--- config.mk ---
export PLATFORM = sky130hd
export DESIGN_NAME = fee_calc_arbiter
export DESIGN_NICKNAME = d
export VERILOG_FILES = /design/src/rtl/fee_calc_arbiter.sv
export SDC_FILE = /design/constraint.sdc
export NUM_CORES = 1
export LEC_CHECK = 0
export BUFFER_PORTS_ARGS = -buffer_cell sky130_fd_sc_hd__buf_2
export CAP_MARGIN = 20
export CORE_ASPECT_RATIO = 0.5
export CORE_MARGIN = 3
export CORE_UTILIZATION = 28
export CTS_CLUSTER_DIAMETER = 100
export DETAILED_ROUTE_END_ITERATION = 8
export GPL_TIMING_DRIVEN = 0
export PLACE_DENSITY_LB_ADDON = 0.1
export SLEW_MARGIN = 20
export SYNTH_ARGS = -nofsm -noshare
export SYNTH_HDL_FRONTEND = slang
export SYNTH_SLANG_ARGS = --single-unit
--- constraint.sdc ---
create_clock -name clk -period 2.9 [get_ports clk]
set_input_delay 0.145 -clock clk [delete_from_list [all_inputs] [get_ports clk]]
set_output_delay 0.145 -clock clk [all_outputs]
set_load 0.01 [all_outputs]
--- src/rtl/fee_calc_arbiter.sv ---
// Round-robin arbiter sharing one fee calculator between N_GATES exit gates, one transaction in flight.
// Optional WAIT-state timeout is built only when FEE_ARB_TIMEOUT_EN is defined.
module fee_calc_arbiter #(
    parameter int N_GATES        = 4,
    parameter int TIMEOUT_CYCLES = 64
) (
    input  logic                   clk,
    input  logic                   reset_n,
    input  logic [N_GATES-1:0]     gate_req,
    input  logic [32*N_GATES-1:0]  gate_entry_time,
    input  logic [32*N_GATES-1:0]  gate_exit_time,
    input  logic [8*N_GATES-1:0]   gate_vehicle_id,
    output logic [N_GATES-1:0]     gate_ack,
    output logic [N_GATES-1:0]     gate_done,
    output logic [7:0]             gate_fee,
    output logic                   gate_err,
    output logic                   busy,
    output logic [31:0]            calc_entry_time,
    output logic [31:0]            calc_exit_time,
    output logic [7:0]             calc_vehicle_id,
    output logic                   calc_start,
    input  logic [7:0]             calc_fee_amount,
    input  logic                   calc_fee_valid
);

    localparam int PW = (N_GATES > 1) ? $clog2(N_GATES) : 1;

    typedef enum logic [1:0] {S_IDLE, S_ISSUE, S_WAIT, S_RESPOND} state_t;

    state_t               r_state, w_next_state;
    logic [PW-1:0]        r_rr_ptr;
    logic [N_GATES-1:0]   r_gate_ack, r_gate_done;
    logic [7:0]           r_gate_fee;
    logic                 r_gate_err, r_busy, r_calc_start, r_timed_out;
    logic [31:0]          r_calc_entry, r_calc_exit;
    logic [7:0]           r_calc_id;
    logic                 w_any_req, w_timeout;
    logic [PW-1:0]        w_winner;

    // First requester strictly after the last winner, wrapping modulo N_GATES.
    always_comb begin
        // NOTE: every always_comb output gets a default first so no path infers a latch.
        w_any_req = 1'b0;
        w_winner  = r_rr_ptr;
        for (int i = 1; i <= N_GATES; i++) begin
            if (!w_any_req && gate_req[(int'(r_rr_ptr) + i) % N_GATES]) begin
                w_any_req = 1'b1;
                w_winner  = PW'((int'(r_rr_ptr) + i) % N_GATES);
            end
        end
    end

`ifdef FEE_ARB_TIMEOUT_EN
    logic [15:0] r_wait_cnt;

    // Counter sits at zero outside WAIT, so it restarts on every WAIT entry.
    always_ff @(posedge clk or negedge reset_n) begin
        if (!reset_n)
            r_wait_cnt <= '0;
        else if (r_state != S_WAIT)
            r_wait_cnt <= '0;
        else
            r_wait_cnt <= r_wait_cnt + 16'd1;
    end

    assign w_timeout = (r_state == S_WAIT) && !calc_fee_valid &&
                       (r_wait_cnt == 16'(TIMEOUT_CYCLES - 1));
`else
    // Without the counter a timeout can never fire.
    assign w_timeout = (TIMEOUT_CYCLES < 0);
`endif

    always_ff @(posedge clk or negedge reset_n) begin
        if (!reset_n)
            r_state <= S_IDLE;
        else
            r_state <= w_next_state;
    end

    always_comb begin
        w_next_state = r_state;
        unique case (r_state)
            S_IDLE:    if (w_any_req) w_next_state = S_ISSUE;
            S_ISSUE:   w_next_state = S_WAIT;
            S_WAIT:    if (calc_fee_valid || w_timeout) w_next_state = S_RESPOND;
            S_RESPOND: w_next_state = S_IDLE;
            default:   w_next_state = S_IDLE;
        endcase
    end

    always_ff @(posedge clk or negedge reset_n) begin
        if (!reset_n) begin
            r_rr_ptr     <= PW'(N_GATES - 1);
            r_gate_ack   <= '0;
            r_gate_done  <= '0;
            r_gate_fee   <= '0;
            r_gate_err   <= 1'b0;
            r_busy       <= 1'b0;
            r_calc_start <= 1'b0;
            r_timed_out  <= 1'b0;
            r_calc_entry <= '0;
            r_calc_exit  <= '0;
            r_calc_id    <= '0;
        end else begin
            // NOTE: pulse outputs default low each cycle; only the owning state raises them.
            r_gate_ack   <= '0;
            r_gate_done  <= '0;
            r_gate_err   <= 1'b0;
            r_calc_start <= 1'b0;
            r_busy       <= (w_next_state != S_IDLE);
            unique case (r_state)
                S_IDLE: if (w_any_req) begin
                    r_calc_entry         <= gate_entry_time[int'(w_winner)*32 +: 32];
                    r_calc_exit          <= gate_exit_time[int'(w_winner)*32 +: 32];
                    r_calc_id            <= gate_vehicle_id[int'(w_winner)*8 +: 8];
                    r_rr_ptr             <= w_winner;
                    r_gate_ack[w_winner] <= 1'b1;
                    r_calc_start         <= 1'b1;
                    r_timed_out          <= 1'b0;
                end
                S_WAIT: begin
                    if (calc_fee_valid) begin
                        r_gate_fee <= calc_fee_amount;
                    end else if (w_timeout) begin
                        r_gate_fee  <= 8'hFF;
                        r_timed_out <= 1'b1;
                    end
                end
                S_RESPOND: begin
                    r_gate_done[r_rr_ptr] <= 1'b1;
                    r_gate_err            <= r_timed_out;
                end
                default: ;
            endcase
        end
    end

    assign gate_ack        = r_gate_ack;
    assign gate_done       = r_gate_done;
    assign gate_fee        = r_gate_fee;
    assign gate_err        = r_gate_err;
    assign busy            = r_busy;
    assign calc_entry_time = r_calc_entry;
    assign calc_exit_time  = r_calc_exit;
    assign calc_vehicle_id = r_calc_id;
    assign calc_start      = r_calc_start;

endmodule

-- After elaboration in Yosys (flattened, before gate mapping)
Index checks and enable logic that the tools add are counted.
- register bits: 94
- output and inout bits: 91
- input port bits: 303
- word-level logic and storage cells: 80
- reductions and logical operators: 16
- shift-type cells: 3
- equal/unequal tests: 3
- bitwise operators: 4
- magnitude comparators: 8
- multiplexer cells: 32
- add/subtract/negate cells: 4
- operators by type and width (operator ; count):
    128-bit by 8-bit variable part select with 32-bit output ; 2
    32-bit by 6-bit variable part select with 8-bit output ; 1
    3-bit by 4-bit < comparator with 1-bit output (second input constant) ; 4
    1-bit 2-to-1 mux ; 16
    2-bit 2-to-1 mux ; 6
    4-bit 2-to-1 mux ; 3
    1-bit binary-select mux with 2-bit select ; 4
    2-bit case mux with 4 select lines ; 1
    2-bit OR reduction ; 4
    2-bit by 3-bit < comparator with 1-bit output (second input constant) ; 2
    1-bit logical AND ; 5
    2-bit by 1-bit adder with 2-bit output (second input constant) ; 2
    2-bit adder (second input constant) ; 2
    1-bit AND (first input constant) ; 4
    1-bit demux with 2-bit select ; 2
    2-bit equality test (second input constant) ; 2
    2-bit by 1-bit greater-or-equal comparator with 1-bit output (second input constant) ; 2
    2-bit AND reduction ; 2
    1-bit zero test ; 3
    2-bit by 1-bit equality test with 1-bit output (second input constant) ; 1
    2-bit zero test ; 1
    2-bit nonzero test ; 1

-- Longest topological paths before layout
- word-level depth: 22
- depth in mapped cells: 11
- gate-level depth less buffers: 8

-- Least setup slack after synthesis
OpenSTA, ideal clock, no wires.
- kind: reg-to-reg
- from: register r_rr_ptr[0]
- to: register r_calc_entry[0], in the netlist calc_entry_time[0]
- clock period less this slack: 2.720 ns
- stages on the path, launching flop included: 11
- data required time: 2.806 ns
- setup slack: 0.180 ns
- setup time: 0.094 ns
- arrival: 2.627 ns
- cell sequence: dfstp_2 buf_6 inv_2 ha_1 mux4_2 o41a_1 buf_2 and2_4 buf_4 buf_6 a221oi_2
- word-level cells in the longest chain between the ends: 15
- elaborated cells on any way between the ends: 32
- RTL lines (element ; line ; source):
    from (decl) ; 31 ; logic [PW-1:0] r_rr_ptr;
    from (signal assigned) ; 93 ; r_rr_ptr <= PW'(N_GATES - 1);
    from (signal assigned) ; 116 ; r_rr_ptr <= w_winner;
    2-bit by 1-bit adder with 2-bit output ; 46, 48 ;
    1-bit binary-select mux with 2-bit select ; 46 ; if (!w_any_req && gate_req[(int'(r_rr_ptr) + i) % N_GATES]) begin
    1-bit 2-to-1 mux (implied by the code) (2 in a row) ; 46 ;
    1-bit 2-to-1 mux ; 46 ;
    1-bit zero test ; 46 ;
    1-bit logical AND ; 46 ;
    1-bit 2-to-1 mux ; 46 ;
    1-bit zero test ; 46 ;
    1-bit logical AND ; 46 ;
    1-bit 2-to-1 mux ; 46 ;
    1-bit zero test ; 46 ;
    1-bit logical AND ; 46 ;
    2-bit 2-to-1 mux / 1-bit 2-to-1 mux (equally long branches) ; 46 ;
    128-bit by 8-bit variable part select with 32-bit output / 2-bit AND reduction (equally long branches) ; -- ;
    to (signal assigned) ; 113 ; r_calc_entry <= gate_entry_time[int'(w_winner)*32 +: 32];
    to (decl) ; 35 ; logic [31:0] r_calc_entry, r_calc_exit;
Several ways; a longest one is shown, not always the timed one. The select of a mux whose other input is x is not followed.
A chain may end at the register's enable or synchronous reset.

-- Worst setup path after layout
- from: register r_rr_ptr[0]
- to: register r_calc_entry[1], in the netlist calc_entry_time[1]
Same word-level chain as after synthesis.

==> qor.yml <==
outcome:
  run_status: "finished, final reports clean"
setup_path:
  cp-endpoint: "calc_entry_time[1]"
  reg2reg_depth: 10
  critical_path.max_fanout: 10
  timing.rr.start: "r_rr_ptr[0]"
  cp_cell_sequence: "buf_8, inv_2, ha_4, mux4_2, o41a_1, buf_6, nor2b_1, buf_6, buf_6, a221oi_2"
  path_common_cell: "buf_6"
  critPathCaptureType: "register"
  crit_type: "reg -> reg"
  crit_start: "r_rr_ptr[0]"
  r2r_slack_ns: 0.11
  cp.buffers_inverters: 5
  cp_data_required_time_ns: 3.16
  cp-start-kind: "register"
  critPathSlowestCell: "dfstp_2"
  cpLargestDelayFamily: "compound AO/OA/AOI/OAI gates"
  path_depth: 10
  crit_arrival_ns: 3.05
  critical_path.max_stage_delay_ns: 0.54
  reg2reg_to: "calc_entry_time[1]"
floorplan:
  dieArea_um2: 23100
  die_width_um: 212
  die_h_um: 109
  core_um2: 20700
  start_util_pct: 28.8
  rows: 37
  io_pins: 394
hold_path:
  min_path_type: "in -> reg"
  hp-start: "calc_fee_amount[6]"
power:
  power.density_nw_per_um2: 1470
  leakagePower_nw: 4.55
  power.total_mw: 12.9
  ir_worst_vdd_v: 0.000498
clock_tree:
  insertion_delay_ns: 0.35
  cts_sinks: 94
  clock_path_buffers: 2
  cts_tree: "yes"
  cts_buffers: 9
  clockRootBuffer: "clkbuf_16"
  h-tree-depth: 3
  clk_pin_slew_worst_paths_ns: 0.07
timing:
  max_freq_mhz: 358
  finalHoldViolations: 0
  setup_ws_ns: 0.109
  finalCriticalPeriod_ns: 2.79
  setup_violations: 0
  finalSetupTns_ns: 0
  drv_slew: 0
  fin_skew_ns: 0.00604
  rsz0062_at_grt: "false"
  fin_crit_sh_pct: 96.2
synthesis:
  synth_cells: 484
  ys_ff_latch: 94
  synthesis.area_um2: 5950
  ys_seq_area_share_pct: 39.6
  ys_types: 31
  yosysWarnings: 0
  avgSynthCellArea_um2: 12.3
  syn_nets: 794
place:
  gp_congestion: 0.732
  dp_hpwl_um: 16700
  port_buffers: 392
  dp_slack_ns: -0.344
  postPlaceCellArea_um2: 8290
global_route:
  grt_max_degree: 71
  antenna_found_initial: 0
  grt_pass1_vias: 5312
  grt.overflow.total: 0
  grt_pass1_wl_um: 30300
  grt_use_total_pct: 17.1
finish:
  final-seq-area_um2: 2350
  synthToLayoutAreaGrowth_pct: 47.6
  nFillCells: 2029
  fin_nets: 1209
  design_area_um2: 8780
  final_util_pct: 42.5
  drive_gt1_share_pct: 61.2
  multi_input_area_um2: 3300
  n_antenna_cell: 0
routing:
  ant_nets: 0
  vias: 5458
  viasPerCell: 4.64
  drtIter0Drc: 168
  drt-wirelength-per-cell_um: 17.9
  drt_first_pass_iters: 4
  wirelength_um: 21000
  drcViolationCount: 0
flow_run:
  cap_violations: 0
## placed cells by master, fill, tap and decap left out, types with 4 or more instances in the layout
master     instances
clkbuf_4           4
mux2i_1          139
a221oi_1           4
mux2_2             8
and2_1             5
ha_1               6
dfrtp_1           92
a221oi_2          68
mux2i_2            6
clkinv_2           4
clkbuf_16          9
mux4_2             5
inv_1              6
buf_6             23
buf_2            394
nor2_1            76
buf_4             14
clkbuf_1           6
## per-layer routing
| layer | share of wire [%] | up-vias | global-route usage [%] | wire length (µm) |
|---|---|---|---|---|
| met5 | 0 | - | 0 | 0 |
| met4 | 0.38 | 0 | 2.67 | 79 |
| met3 | 5.2 | 8 | 4.02 | 1100 |
| met2 | 50 | 142 | 29.3 | 10500 |
| met1 | 44 | 2632 | 22.4 | 9320 |
| li1 | - | 2676 | - | - |
## final cells by class
class	instances	area share, %
multi-input cells	339	37.6
flip-flops and latches	94	26.8
repair buffers	404	23.9
plain buffers	43	4.36
well taps	273	3.89
clock buffers	10	2.72
clock inverters	6	0.427
inverters	8	0.342
## registers in the layout, indices dropped and copies added, names as in the netlist
signal           cells
busy                 1
calc_entry_time     32
calc_exit_time      32
calc_start           1
calc_vehicle_id      8
gate_ack             4
gate_done            4
gate_fee             8
r_rr_ptr             2
r_state              2
## synthesized netlist by cell type (all sizes together)
cell type	instances	area [µm²]
a21oi	2	10.0
mux2i	146	1460
nor2	76	285
inv	8	30.0
o22ai	1	6.26
buf	35	282
nor4	1	6.26
o21ai	3	15.0
o41a	1	11.3
or2	1	6.26
dfrtp	92	2300
ha	7	87.6
xnor2	1	16.3
clkbuf	8	33.8
mux2	8	90.1
nor2b	3	18.8
and2	6	40.0
nand2	3	11.3
conb	1	3.75
or3	1	6.26
mux4	5	113
dfstp	2	52.6
a221oi	72	1060
and3	1	6.26
## worst min-delay path by stage
| stage | to | cells after the start |
|---|---|---|
| 3_5_place_dp | calc_entry_time[12] | 1 |
| 2_1_floorplan | busy | 0 |
| 3_3_place_gp | gate_fee[6] | 2 |
| 5_1_grt | gate_fee[5] | 2 |
| 6_report | gate_fee[6] | 2 |
| 4_1_cts | gate_fee[6] | 2 |
## report_power, final
group	total, mW	leakage (nW)	internal, mW	switching [mW]
sequential	2.33	1.06	2.01	0.325
clock	1.14	0.142	0.602	0.534
combinational	9.44	3.35	4.42	5.01
## metrics by stage
step	hold WS, ns	std cells
after floorplan	-0.151	484
after global placement	0.378	1149
after detailed placement	0.0260	1150
after CTS	0.00827	1169
after global routing	0.0119	1177
final	0.0228	1177
## repair_timing
action,CTS,global route
resized for setup,26,11
pin swaps,0,4
gates cloned,1,1
hold buffers,1,0
hold endpoints to repair,24,0
buffers inserted,1,7
endpoints found under the setup margin,77,72
## cells by family after synthesis
kind of cell / Yosys count / share of synthesized area [%]
AND/OR/NAND/NOR: 92 / 6.39
flip-flops: 94 / 39.6
buffers and inverters: 51 / 5.80
AO/OA/AOI/OAI: 79 / 18.5
adder cells (fa/ha/maj): 7 / 1.47
multiplexers: 159 / 28.0
other: 1 / 0.0630
XOR/XNOR: 1 / 0.273
No activity file was read; power rests on OpenSTA's default activity.
